--- src/rtl/uart_io_ctrl.sv ---
`default_nettype none
// ============================================================================
//  Module   : uart_io_ctrl
//  Purpose  : Responder for the exec-stage UART request interface. Serialises
//             written bytes onto txd (8N1, LSB first) and deserialises rxd
//             into a small receive FIFO that serves read requests.
//  Revision : 1.0 - initial release
// ============================================================================
module uart_io_ctrl #(
  parameter int CLK_PER_BIT = 868,
  parameter int RX_AW       = 4
) (
  input  logic        clk,
  input  logic        rstn,
  input  logic        uart_wenable,
  input  logic [31:0] uart_wd,
  output logic        uart_wdone,
  input  logic        uart_renable,
  output logic        uart_rdone,
  output logic [31:0] uart_rd,
  input  logic        rxd,
  output logic        txd,
  output logic        rx_overflow,
  output logic        rx_frame_err
);

  localparam int CW    = $clog2(CLK_PER_BIT);
  localparam int DEPTH = 1 << RX_AW;
  localparam logic [CW-1:0] C_BIT_LAST  = CW'(CLK_PER_BIT - 1);
  localparam logic [CW-1:0] C_HALF_LAST = CW'(CLK_PER_BIT / 2 - 1);

  localparam logic [1:0] TX_IDLE  = 2'd0;
  localparam logic [1:0] TX_START = 2'd1;
  localparam logic [1:0] TX_DATA  = 2'd2;
  localparam logic [1:0] TX_STOP  = 2'd3;

  localparam logic [2:0] RX_IDLE  = 3'd0;
  localparam logic [2:0] RX_START = 3'd1;
  localparam logic [2:0] RX_DATA  = 3'd2;
  localparam logic [2:0] RX_STOP  = 3'd3;
  localparam logic [2:0] RX_WAIT  = 3'd4;

  // Only the low byte of the write word is ever transmitted.
  logic unused_wd_hi;
  assign unused_wd_hi = ^uart_wd[31:8];

  // ---------------- state ----------------
  logic [1:0]    tx_state_q, tx_state_d;
  logic [CW-1:0] tx_cnt_q, tx_cnt_d;
  logic [2:0]    tx_bit_q, tx_bit_d;
  logic [7:0]    tx_shift_q, tx_shift_d;
  logic          txd_q, txd_d;
  logic          pend_valid_q, pend_valid_d;
  logic [7:0]    pend_byte_q, pend_byte_d;

  logic          rx_sync1_q, rx_sync2_q, rx_prev_q;
  logic [2:0]    rx_state_q, rx_state_d;
  logic [CW-1:0] rx_cnt_q, rx_cnt_d;
  logic [2:0]    rx_bit_q, rx_bit_d;
  logic [7:0]    rx_shift_q, rx_shift_d;

  logic [7:0]    mem_q [DEPTH];
  logic [7:0]    mem_d [DEPTH];
  logic [RX_AW:0] wr_ptr_q, wr_ptr_d, rd_ptr_q, rd_ptr_d;
  logic          rd_pend_q, rd_pend_d;
  logic          rdone_q, rdone_d;
  logic [7:0]    rd_byte_q, rd_byte_d;
  logic          wdone_q, wdone_d;
  logic          wdone_defer_q, wdone_defer_d;
  logic          overflow_q, overflow_d;
  logic          frame_err_q, frame_err_d;

  // ---------------- combinational helpers ----------------
  logic       tx_free, tx_load;
  logic [7:0] tx_load_byte;
  logic       rx_s, rx_push;
  logic       fifo_empty, fifo_full;
  logic       want_rd, pop_mem, bypass, wr_en, wreq;

  assign rx_s = rx_sync2_q;

  // TX framing FSM plus the one-entry pending write register
  always_comb begin
    tx_state_d   = tx_state_q;
    tx_cnt_d     = tx_cnt_q;
    tx_bit_d     = tx_bit_q;
    tx_shift_d   = tx_shift_q;
    txd_d        = txd_q;
    pend_valid_d = pend_valid_q;
    pend_byte_d  = pend_byte_q;
    // The FSM can take a new byte when idle or on the last stop-bit cycle,
    // which is what makes consecutive frames gapless.
    tx_free      = (tx_state_q == TX_IDLE) ||
                   ((tx_state_q == TX_STOP) && (tx_cnt_q == C_BIT_LAST));
    tx_load      = tx_free && (pend_valid_q || uart_wenable);
    tx_load_byte = pend_valid_q ? pend_byte_q : uart_wd[7:0];

    case (tx_state_q)
      TX_START: begin
        if (tx_cnt_q == C_BIT_LAST) begin
          tx_state_d = TX_DATA;
          tx_cnt_d   = '0;
          tx_bit_d   = 3'd0;
          txd_d      = tx_shift_q[0];
        end else begin
          tx_cnt_d = tx_cnt_q + CW'(1);
        end
      end
      TX_DATA: begin
        if (tx_cnt_q == C_BIT_LAST) begin
          tx_cnt_d = '0;
          if (tx_bit_q == 3'd7) begin
            tx_state_d = TX_STOP;
            txd_d      = 1'b1;
          end else begin
            tx_bit_d   = tx_bit_q + 3'd1;
            tx_shift_d = {1'b0, tx_shift_q[7:1]};
            txd_d      = tx_shift_q[1];
          end
        end else begin
          tx_cnt_d = tx_cnt_q + CW'(1);
        end
      end
      TX_STOP: begin
        if (tx_cnt_q == C_BIT_LAST) begin
          tx_state_d = TX_IDLE;
          tx_cnt_d   = '0;
        end else begin
          tx_cnt_d = tx_cnt_q + CW'(1);
        end
      end
      default: ;
    endcase

    if (tx_load) begin
      tx_state_d = TX_START;
      tx_cnt_d   = '0;
      tx_shift_d = tx_load_byte;
      txd_d      = 1'b0;
    end

    // A write arriving while the pending slot is occupied is ignored.
    if (tx_free) begin
      pend_valid_d = 1'b0;
    end else if (uart_wenable && !pend_valid_q) begin
      pend_valid_d = 1'b1;
      pend_byte_d  = uart_wd[7:0];
    end
  end

  // RX framing FSM on the synchronised line
  always_comb begin
    rx_state_d  = rx_state_q;
    rx_cnt_d    = rx_cnt_q;
    rx_bit_d    = rx_bit_q;
    rx_shift_d  = rx_shift_q;
    frame_err_d = frame_err_q;
    rx_push     = 1'b0;

    case (rx_state_q)
      RX_IDLE: begin
        if (rx_prev_q && !rx_s) begin
          rx_state_d = RX_START;
          rx_cnt_d   = '0;
        end
      end
      RX_START: begin
        if (rx_cnt_q == C_HALF_LAST) begin
          rx_cnt_d = '0;
          rx_bit_d = 3'd0;
          // Line already back high at mid start bit: treat as noise.
          rx_state_d = rx_s ? RX_IDLE : RX_DATA;
        end else begin
          rx_cnt_d = rx_cnt_q + CW'(1);
        end
      end
      RX_DATA: begin
        if (rx_cnt_q == C_BIT_LAST) begin
          rx_cnt_d   = '0;
          rx_shift_d = {rx_s, rx_shift_q[7:1]};
          if (rx_bit_q == 3'd7) begin
            rx_state_d = RX_STOP;
          end else begin
            rx_bit_d = rx_bit_q + 3'd1;
          end
        end else begin
          rx_cnt_d = rx_cnt_q + CW'(1);
        end
      end
      RX_STOP: begin
        if (rx_cnt_q == C_BIT_LAST) begin
          rx_cnt_d = '0;
          if (rx_s) begin
            rx_push    = 1'b1;
            rx_state_d = RX_IDLE;
          end else begin
            frame_err_d = 1'b1;
            rx_state_d  = RX_WAIT;
          end
        end else begin
          rx_cnt_d = rx_cnt_q + CW'(1);
        end
      end
      RX_WAIT: begin
        if (rx_s) begin
          rx_state_d = RX_IDLE;
        end
      end
      default: rx_state_d = RX_IDLE;
    endcase
  end

  // Receive FIFO, read request service and done-pulse arbitration
  always_comb begin
    mem_d         = mem_q;
    wr_ptr_d      = wr_ptr_q;
    rd_ptr_d      = rd_ptr_q;
    rd_byte_d     = rd_byte_q;
    overflow_d    = overflow_q;

    fifo_empty = (wr_ptr_q == rd_ptr_q);
    fifo_full  = (wr_ptr_q[RX_AW] != rd_ptr_q[RX_AW]) &&
                 (wr_ptr_q[RX_AW-1:0] == rd_ptr_q[RX_AW-1:0]);

    want_rd = uart_renable || rd_pend_q;
    pop_mem = want_rd && !fifo_empty;
    // Empty FIFO with a waiting reader: the fresh byte goes straight out.
    bypass  = want_rd && fifo_empty && rx_push;
    // A simultaneous pop frees a slot, so a full FIFO still accepts the push.
    wr_en   = rx_push && !bypass && (!fifo_full || pop_mem);

    if (rx_push && !bypass && fifo_full && !pop_mem) begin
      overflow_d = 1'b1;
    end
    if (wr_en) begin
      mem_d[wr_ptr_q[RX_AW-1:0]] = rx_shift_q;
      wr_ptr_d = wr_ptr_q + 1'b1;
    end
    if (pop_mem) begin
      rd_byte_d = mem_q[rd_ptr_q[RX_AW-1:0]];
      rd_ptr_d  = rd_ptr_q + 1'b1;
    end else if (bypass) begin
      rd_byte_d = rx_shift_q;
    end

    rdone_d   = pop_mem || bypass;
    rd_pend_d = want_rd && !rdone_d;

    // rdone has priority; a clashing wdone slips by exactly one cycle.
    wreq          = tx_load || wdone_defer_q;
    wdone_d       = wreq && !rdone_d;
    wdone_defer_d = wreq && rdone_d;
  end

  // Control and datapath registers
  always_ff @(posedge clk) begin
    if (!rstn) begin
      tx_state_q    <= TX_IDLE;
      tx_cnt_q      <= '0;
      tx_bit_q      <= 3'd0;
      tx_shift_q    <= 8'h00;
      txd_q         <= 1'b1;
      pend_valid_q  <= 1'b0;
      pend_byte_q   <= 8'h00;
      rx_sync1_q    <= 1'b1;
      rx_sync2_q    <= 1'b1;
      rx_prev_q     <= 1'b1;
      rx_state_q    <= RX_IDLE;
      rx_cnt_q      <= '0;
      rx_bit_q      <= 3'd0;
      rx_shift_q    <= 8'h00;
      wr_ptr_q      <= '0;
      rd_ptr_q      <= '0;
      rd_pend_q     <= 1'b0;
      rdone_q       <= 1'b0;
      rd_byte_q     <= 8'h00;
      wdone_q       <= 1'b0;
      wdone_defer_q <= 1'b0;
      overflow_q    <= 1'b0;
      frame_err_q   <= 1'b0;
    end else begin
      tx_state_q    <= tx_state_d;
      tx_cnt_q      <= tx_cnt_d;
      tx_bit_q      <= tx_bit_d;
      tx_shift_q    <= tx_shift_d;
      txd_q         <= txd_d;
      pend_valid_q  <= pend_valid_d;
      pend_byte_q   <= pend_byte_d;
      rx_sync1_q    <= rxd;
      rx_sync2_q    <= rx_sync1_q;
      rx_prev_q     <= rx_sync2_q;
      rx_state_q    <= rx_state_d;
      rx_cnt_q      <= rx_cnt_d;
      rx_bit_q      <= rx_bit_d;
      rx_shift_q    <= rx_shift_d;
      wr_ptr_q      <= wr_ptr_d;
      rd_ptr_q      <= rd_ptr_d;
      rd_pend_q     <= rd_pend_d;
      rdone_q       <= rdone_d;
      rd_byte_q     <= rd_byte_d;
      wdone_q       <= wdone_d;
      wdone_defer_q <= wdone_defer_d;
      overflow_q    <= overflow_d;
      frame_err_q   <= frame_err_d;
    end
  end

  // FIFO storage, contents need no reset
  always_ff @(posedge clk) begin
    mem_q <= mem_d;
  end

  assign txd          = txd_q;
  assign uart_wdone   = wdone_q;
  assign uart_rdone   = rdone_q;
  assign uart_rd      = {24'h0, rd_byte_q};
  assign rx_overflow  = overflow_q;
  assign rx_frame_err = frame_err_q;

endmodule
`default_nettype wire

--- config.mk ---
export PLATFORM = sky130hd
export DESIGN_NAME = uart_io_ctrl
export DESIGN_NICKNAME = d
export VERILOG_FILES = /design/src/rtl/uart_io_ctrl.sv
export SDC_FILE = /design/constraint.sdc
export NUM_CORES = 1
export LEC_CHECK = 0
export CORE_UTILIZATION = 35
export DETAILED_ROUTE_END_ITERATION = 7
export DONT_BUFFER_PORTS = 1
export PLACE_DENSITY_LB_ADDON = 0.05
export SYNTH_ARGS = -nofsm -noshare
export SYNTH_HDL_FRONTEND = slang
export SYNTH_SLANG_ARGS = --single-unit
--- constraint.sdc ---
create_clock -name clk -period 2.6 [get_ports clk]
set_clock_uncertainty 0.05 [all_clocks]
set_input_delay 0.39 -clock clk [delete_from_list [all_inputs] [get_ports clk]]
set_output_delay 0.39 -clock clk [all_outputs]
set_load 0.02 [all_outputs]
Word level (Yosys, flattened, before mapping)

Cells that the tools add are included.

Bits in registers: 212
Input bits: 37
Output and inout port bits: 37

$add $sub $neg: 6
$lt $le $gt $ge: 3
Equality and inequality tests: 32
Mux-type cells: 49
Bitwise gates (word level): 5
Reductions and logical operators: 55

Operators with widths:

| kind                  | count |
|---|---|
| $bwmux 128            | 1 |
| $mux 8                | 10 |
| $mux 10               | 4 |
| $mux 3                | 13 |
| $bmux 8 s4            | 1 |
| $demux 8 s4           | 1 |
| $pmux 10 s3           | 1 |
| $ne 2x2->1 const B    | 12 |
| $add 10x1->10 const B | 2 |
| $eq 10x10->1 const B  | 2 |
| $logic_and 1x1->1     | 16 |
| $pmux 3 s5            | 1 |
| $pmux 3 s2            | 2 |
| $add 5x1->5 const B   | 2 |
| $eq 10x9->1 const B   | 1 |
| $ge 5x5->1 const B    | 2 |
| $mux 2                | 5 |
| $not 4->5             | 2 |
| $reduce_and 5->1      | 2 |
| $reduce_bool 2->1     | 5 |
| $eq 3x3->1 const B    | 3 |
| $ne 3x3->1 const B    | 3 |
| $reduce_and 3->1      | 3 |
| $reduce_bool 3->1     | 3 |
| 25 further kinds      | 53 |

Logic depth before layout (Yosys ltp)

Gate-level depths: netlist of run 1.

Depth after elaboration: 8
Gate-level depth with buffers: 9
Mapped depth without buffers: 7

Least setup slack after synthesis of run 1

OpenSTA, ideal clock, no wires.

Kind: register to register
Start point: register rx_cnt_q[0]
End point: register mem_q[100] (netlist bit) (enable)
Setup time: 0.383 ns
Data arrival time: 1.945 ns
Data required time: 2.167 ns
Setup slack: 0.222 ns
Cell stages (with the launch flop): 7
Path buffers: 1
Clock period less this slack: 2.378 ns
Cell sequence: dfxtp_1 -> ha_1 -> and4bb_1 -> and4_1 -> buf_2 -> o211ai_2 -> nor3_1

Longest elaborated chain between the ends: 7

Ends and longest elaborated chain:

| what                                | RTL line | text |
|---|---|---|
| from (decl)                         | 58       | `logic [CW-1:0] rx_cnt_q, rx_cnt_d;` |
| from (signal assigned)              | 293      | `rx_cnt_q <= rx_cnt_d;` |
| $eq 10x10->1 (*)                    | 191      | `if (rx_cnt_q == C_BIT_LAST) begin` |
| $mux 1 (*)                          | 191      |  |
| $mux 1 (*)                          | 160      | `case (rx_state_q)` |
| $logic_and 1x1->1                   | 228      | `bypass = want_rd && fifo_empty && rx_push;` |
| $logic_not 1->1                     | 230      | `wr_en = rx_push && !bypass && (!fifo_full \|\| pop_mem);` |
| $logic_and 1x1->1 (*) (2 in series) | 230      |  |
| to (signal assigned)                | 310      | `mem_q <= mem_d;` |
| to (decl)                           | 62       | `logic [7:0] mem_q [DEPTH];` |

Mark *: on every way between the ends. The rest lies on a longest branch, timed or not.
A chain may end at the register's enable or synchronous reset.

Final worst setup path of run 1

Start point: register rx_cnt_q[0]
End point: register mem_q[1] (netlist bit) (enable)

The elaborated chain is that of the path after synthesis.

==> results.yml, run 1 <==
sta:
  min_period_ns: 2.31
  setup_viol: 0
  fin_setup_tns_ns: 0
  slew_violations: 0
  fin_ws_ns: 0.295
  worst_pin_slew_ns: 0.895
  grt_setup_unrepaired: "false"
  relSlewSlack: 0.401
  final_hold_viol_count: 0
  fin_hold_ws_ns: 0.0771
  post-route-period-util: 0.887
  fmax_ghz: 0.434
worst_setup_path:
  cp_max_fo: 8
  cp-end-kind: "flop"
  cp_slowest_stage_delay_ns: 0.72
  crit_arrival_ns: 2.40
  cp-start-kind: "flop"
  critical_path_class: "reg2reg"
  critPathRequiredTime_ns: 2.70
  cp_slowest_cell: "nor2_1"
  reg2reg_depth: 5
  crit_chain: "ha_1 > and4bb_1 > and4_1 > o211ai_2 > nor2_1"
placed_design:
  preCtsSetupSlack_ns: 0.198
  port_buffers: 0
  post-place-cells: 1008
  place_congestion: 0.728
  dpl-instance-area_mm2: 0.00980
  dp_hpwl_mm: 12.7
detailed_routing:
  wire_per_inst_um: 18.4
  drt_iter0_drc: 247
  wirelength_mm: 19.6
  antenna_left: 0
  dr.pass1.iters: 4
  drcViolationCount: 0
  vias_per_cell: 4.99
  via_count: 5311
global_routing:
  overflow: 0
  grt_pass1_wl_mm: 30.8
  grt_pass1_vias: 5541
  antenna_found_initial: 0
  grt_max_degree: 37
  track_usage: 0.150
clock_network:
  cts_tree: "yes"
  ctsResizeCount: 0
  cts_hold_buf: 11
  worst_skew_pair.late_latency_ns: 0.52
  cts_setup_buffers: 0
  cts_buffer_depth: 3
  cts_sinks: 212
  clock-root-buffer: "clkbuf_16"
  clk_pin_slew_ns: 0.06
  cts_made_buffers: 25
  cts_max_level: 1
cells_and_area:
  layout-drive-gt1-share: 0.165
  fin_nets: 769
  antenna_cells: 0
  nFillCells: 2341
  layout.cells.non_filler: 1065
  final_area_mm2: 0.0108
  syn_to_final_growth_pct: 17.3
status:
  status: "finished, final reports clean"
logic_synthesis:
  synthArstFlopShare: 0
  synth_top_flop_cell: "edfxtp_1"
  seq_area_frac_synth: 0.601
  synth_top_area_frac: 0.418
  syn_area_mm2: 0.00920
  syn_area_per_cell_um2: 13.7
  yosysWarningCount: 0
  synthCells: 672
  ys_types: 65
  synth_edf_count: 128
  synth_commonest_cells: "edfxtp_1, dfxtp_1, nor2_1, nand2_1, mux2i_1"
  synth_most_common_cell: "edfxtp_1"
  synthTopCellsByArea: "edfxtp_1, dfxtp_1, mux4_2, mux4_1, mux2i_1"
  ys_seq_elements: 212
  yosysTopAreaCell: "edfxtp_1"
min_path:
  hold_depth: 4
  worstHoldPathType: "in2reg"
power:
  peakVddDrop_mv: 0.460
  p_per_area_mw_per_mm2: 706
  p_leak_nw: 3.82
floorplanning:
  core_area_mm2: 0.0255
  die_w_um: 164
  io_pins: 74
  die_y_um: 164
  start_util: 0.361
  die_area_mm2: 0.0269
  rows: 58
flow_run:
  cap_violations: 0
worst max-delay path: cells and delay by family, from the launching register on:
kind | cells | cell delay, ns
simple gates | 3 | 1.22
fa+ha+maj | 1 | 0.18
flops | 1 | 0.33
compound gates | 1 | 0.15
worst paths after layout:
kind	end	slack [ns]	start
setup / recovery	mem_q[1]$_DFFE_PP_	0.29	rx_cnt_q[0]$_SDFFE_PN0P_
hold / removal	rx_cnt_q[8]$_SDFFE_PN0P_	0.08	rstn
setup reg to reg	mem_q[1]$_DFFE_PP_	0.29	rx_cnt_q[0]$_SDFFE_PN0P_
hold reg to reg	rx_s$_SDFF_PN1_	0.36	rx_sync1_q$_SDFF_PN1_
report_power, final:
part           total (mW)  leakage (nW)  switching (mW)  internal (mW)
registers            3.64          1.87          0.0510           3.59
clock network        3.62         0.431            1.37           2.25
logic               0.357          1.52           0.214          0.143
total                7.62          3.82            1.64           5.98
per-stage QoR:
step | power (mW) | utilization
CTS | 7.74 | 0.424
detailed placement | 4.04 | 0.385
global placement | 4.03 | 0.385
global route | 7.93 | 0.424
finish | 7.62 | 0.424
floorplan | 4.00 | -
layer usage:
metal | part of all wire | track usage | vias up
li1 | - | - | 2589
met1 | 0.45 | 0.190 | 2621
met2 | 0.49 | 0.262 | 74
met3 | 0.039 | 0.0321 | 27
met4 | 0.018 | 0.0354 | 0
met5 | 0 | 0 | -
cell usage in the layout, fill, tap and decap left out, types with 19 or more instances in the layout:
| master | n |
|---|---|
| edfxtp_1 | 128 |
| dfxtp_1 | 83 |
| nor2_1 | 52 |
| nand2_1 | 29 |
| buf_4 | 29 |
| mux2i_1 | 28 |
| clkbuf_16 | 26 |
| conb_1 | 24 |
| a21oi_1 | 20 |
| o21ai_0 | 19 |
| mux4_2 | 19 |
flip-flops by register name, indices dropped and copies added (netlist names), 2 cells and up:
| signal | flops |
|---|---|
| tx_bit_q | 3 |
| rd_ptr_q | 5 |
| tx_state_q | 2 |
| rx_bit_q | 3 |
| rx_shift_q | 8 |
| tx_cnt_q | 10 |
| rx_cnt_q | 10 |
| rx_state_q | 3 |
| tx_shift_q | 8 |
| mem_q | 128 |
| rd_byte_q | 8 |
| pend_byte_q | 8 |
| wr_ptr_q | 5 |
area by class of cell:
| cell class | instances | area (µm²) | area share |
|---|---|---|---|
| multi-input combinational | 415 | 3320 | 0.307 |
| timing repair buffer | 55 | 638 | 0.0591 |
| tap | 330 | 413 | 0.0383 |
| clock buffer | 35 | 724 | 0.0671 |
| inverter | 7 | 26.3 | 0.00243 |
| clock inverter | 11 | 148 | 0.0137 |
| sequential | 212 | 5530 | 0.512 |
cell families after synthesis:
| kind of cell | after synthesis | synth area share |
|---|---|---|
| buffers and inverters | 68 | 0.0483 |
| adder cells (fa/ha/maj) | 16 | 0.0218 |
| multiplexers | 67 | 0.123 |
| AO/OA/AOI/OAI | 91 | 0.0683 |
| XOR/XNOR | 29 | 0.0276 |
| other | 1 | 0.000408 |
| AND/OR/NAND/NOR | 188 | 0.110 |
| flip-flops | 212 | 0.601 |
Power figures use the tool's default switching activity.
==> inputs of run 2 (changes only) <==
--- a/config.mk
+++ b/config.mk
@@ -9,6 +9,7 @@
 export DETAILED_ROUTE_END_ITERATION = 7
 export DONT_BUFFER_PORTS = 1
 export PLACE_DENSITY_LB_ADDON = 0.05
+export SKIP_LAST_GASP = 1
 export SYNTH_ARGS = -nofsm -noshare
 export SYNTH_HDL_FRONTEND = slang
 export SYNTH_SLANG_ARGS = --single-unit
==> results of run 2 <==
No change in the layout: final DEF, timing and power equal those of run 1.
==> inputs of run 3 (changes only) <==
--- a/config.mk
+++ b/config.mk
@@ -8,6 +8,7 @@
 export CORE_UTILIZATION = 35
 export DETAILED_ROUTE_END_ITERATION = 7
 export DONT_BUFFER_PORTS = 1
+export HOLD_SLACK_MARGIN = 0.05
 export PLACE_DENSITY_LB_ADDON = 0.05
 export SKIP_LAST_GASP = 1
 export SYNTH_ARGS = -nofsm -noshare
==> run 3 against run 2 <==
  * Die area stayed put
  * Global-route usage about the same
  * Sequential cell count is the same
  * Non-clock buffer count unchanged
  * Largest cell class unchanged
  * Largest power group unchanged
==> results.yml, run 3 (synthesized netlist as in run 1, its figures left out) <==
global_routing:
  track_usage: 0.150
  grt_pass1_wl_mm: 30.8
  antenna_found_initial: 0
  grt_pass1_vias: 5544
  grt_max_degree: 38
  overflow: 0
detailed_routing:
  wirelength_mm: 19.6
  wire_per_inst_um: 18.4
  drt_iter0_drc: 208
  dr.pass1.iters: 5
  drcViolationCount: 0
  vias_per_cell: 5.01
  antenna_left: 0
  via_count: 5331
cells_and_area:
  nFillCells: 2341
  largest_reg_flops: 128
  fin_nets: 769
  final_area_mm2: 0.0108
  utilization: 0.424
  final_common_cell: "edfxtp_1"
  syn_to_final_growth_pct: 17.3
  top_regs: "mem_q x128, rx_cnt_q x10, tx_cnt_q x10"
  antenna_cells: 0
  layout.cells.non_filler: 1065
  top_register: "mem_q"
  layout-drive-gt1-share: 0.165
  most-common-layout-cells: "edfxtp_1, dfxtp_1, nor2_1"
sta:
  post-route-period-util: 0.888
  fin_ws_ns: 0.291
  grt_setup_unrepaired: "false"
  min_period_ns: 2.31
  fmax_ghz: 0.433
  final_hold_viol_count: 0
  worst_pin_slew_ns: 0.896
  setup_viol: 0
  fin_setup_tns_ns: 0
  relSlewSlack: 0.402
  slew_violations: 0
worst_setup_path:
  critical_path_class: "reg2reg"
  crit_chain: "ha_1 > and4bb_1 > and4_1 > o211ai_2 > nor2_1"
  critPathRequiredTime_ns: 2.70
  cp_slowest_stage_delay_ns: 0.72
  cp_slowest_cell: "nor2_1"
  regToRegSetupSlack_ns: 0.29
  cp_top_family: "simple AND/OR/NAND/NOR gates"
  cp_max_fo: 8
  cp-start-kind: "flop"
  path_buf_inv: 0
  cp-end-kind: "flop"
  crit_arrival_ns: 2.41
clock_network:
  cts_made_buffers: 25
  cts_buffer_depth: 3
  cts_max_level: 1
  worst_skew_pair.late_latency_ns: 0.52
  cts_setup_buffers: 0
  cts_tree: "yes"
  clock-root-buffer: "clkbuf_16"
  clk_pin_slew_ns: 0.06
  cts_sinks: 212
placed_design:
  dpl-instance-area_mm2: 0.00980
  preCtsSetupSlack_ns: 0.198
  dp_hpwl_mm: 12.7
  post-place-cells: 1008
  place_congestion: 0.728
  port_buffers: 0
power:
  p_per_area_mw_per_mm2: 706
  p_leak_nw: 3.82
  peakVddDrop_mv: 0.460
floorplanning:
  start_util: 0.361
  die_area_mm2: 0.0269
  die_w_um: 164
  die_y_um: 164
  io_pins: 74
  rows: 58
  core_area_mm2: 0.0255
flow_run:
  cap_violations: 0
status:
  status: "finished, final reports clean"
min_path:
  worstHoldPathType: "in2reg"
run 3: cell counts in the layout (fill, tap and decap cells not counted):
No cell type changed its count.
run 3: through the flow:
stage	power (mW)	hold slack, ns
after floorplan	4.00	0.336
after global placement	4.03	0.342
after detailed placement	4.04	0.351
after CTS	7.74	0.0589
after global routing	7.93	0.0697
final	7.62	0.0826
run 3: repair_timing:
item | CTS | global route
gates resized for setup | 0 | 0
hold buffers | 11 | 0
hold endpoints to repair | 30 | 0
run 3: worst paths after layout:
path / end / start / depth (start not counted)
worst max-delay path: mem_q[1]$_DFFE_PP_ / rx_cnt_q[0]$_SDFFE_PN0P_ / 5
worst min register to register: rx_s$_SDFF_PN1_ / rx_sync1_q$_SDFF_PN1_ / 1
worst max register to register: mem_q[1]$_DFFE_PP_ / rx_cnt_q[0]$_SDFFE_PN0P_ / 5
worst min-delay path: rx_s$_SDFF_PN1_ / rstn / 2
run 3: final cells by class:
cell class	count	area, µm²	area share
Clock buffer	35	724	0.0671
Sequential cell	212	5530	0.512
Clock inverter	11	148	0.0137
Multi-Input combinational cell	415	3320	0.307
Timing Repair Buffer	55	638	0.0591
Inverter	7	26.3	0.00243
Tap cell	330	413	0.0383
run 3: routing by layer:
metal / vias to the layer above / GRT usage / part of all wire
met2: 77 / 0.262 / 0.49
met1: 2633 / 0.189 / 0.45
met3: 27 / 0.0321 / 0.042
li1: 2594 / - / -
met5: - / 0 / 0
met4: 0 / 0.0354 / 0.018
run 3: report_power, final:
part           internal (mW)  switching [mW]  leakage (nW)  total (mW)
Clock                   2.25            1.38         0.431        3.63
Sequential              3.59          0.0511          1.87        3.64
Combinational          0.143           0.214          1.52       0.358
Total                   5.98            1.64          3.82        7.62
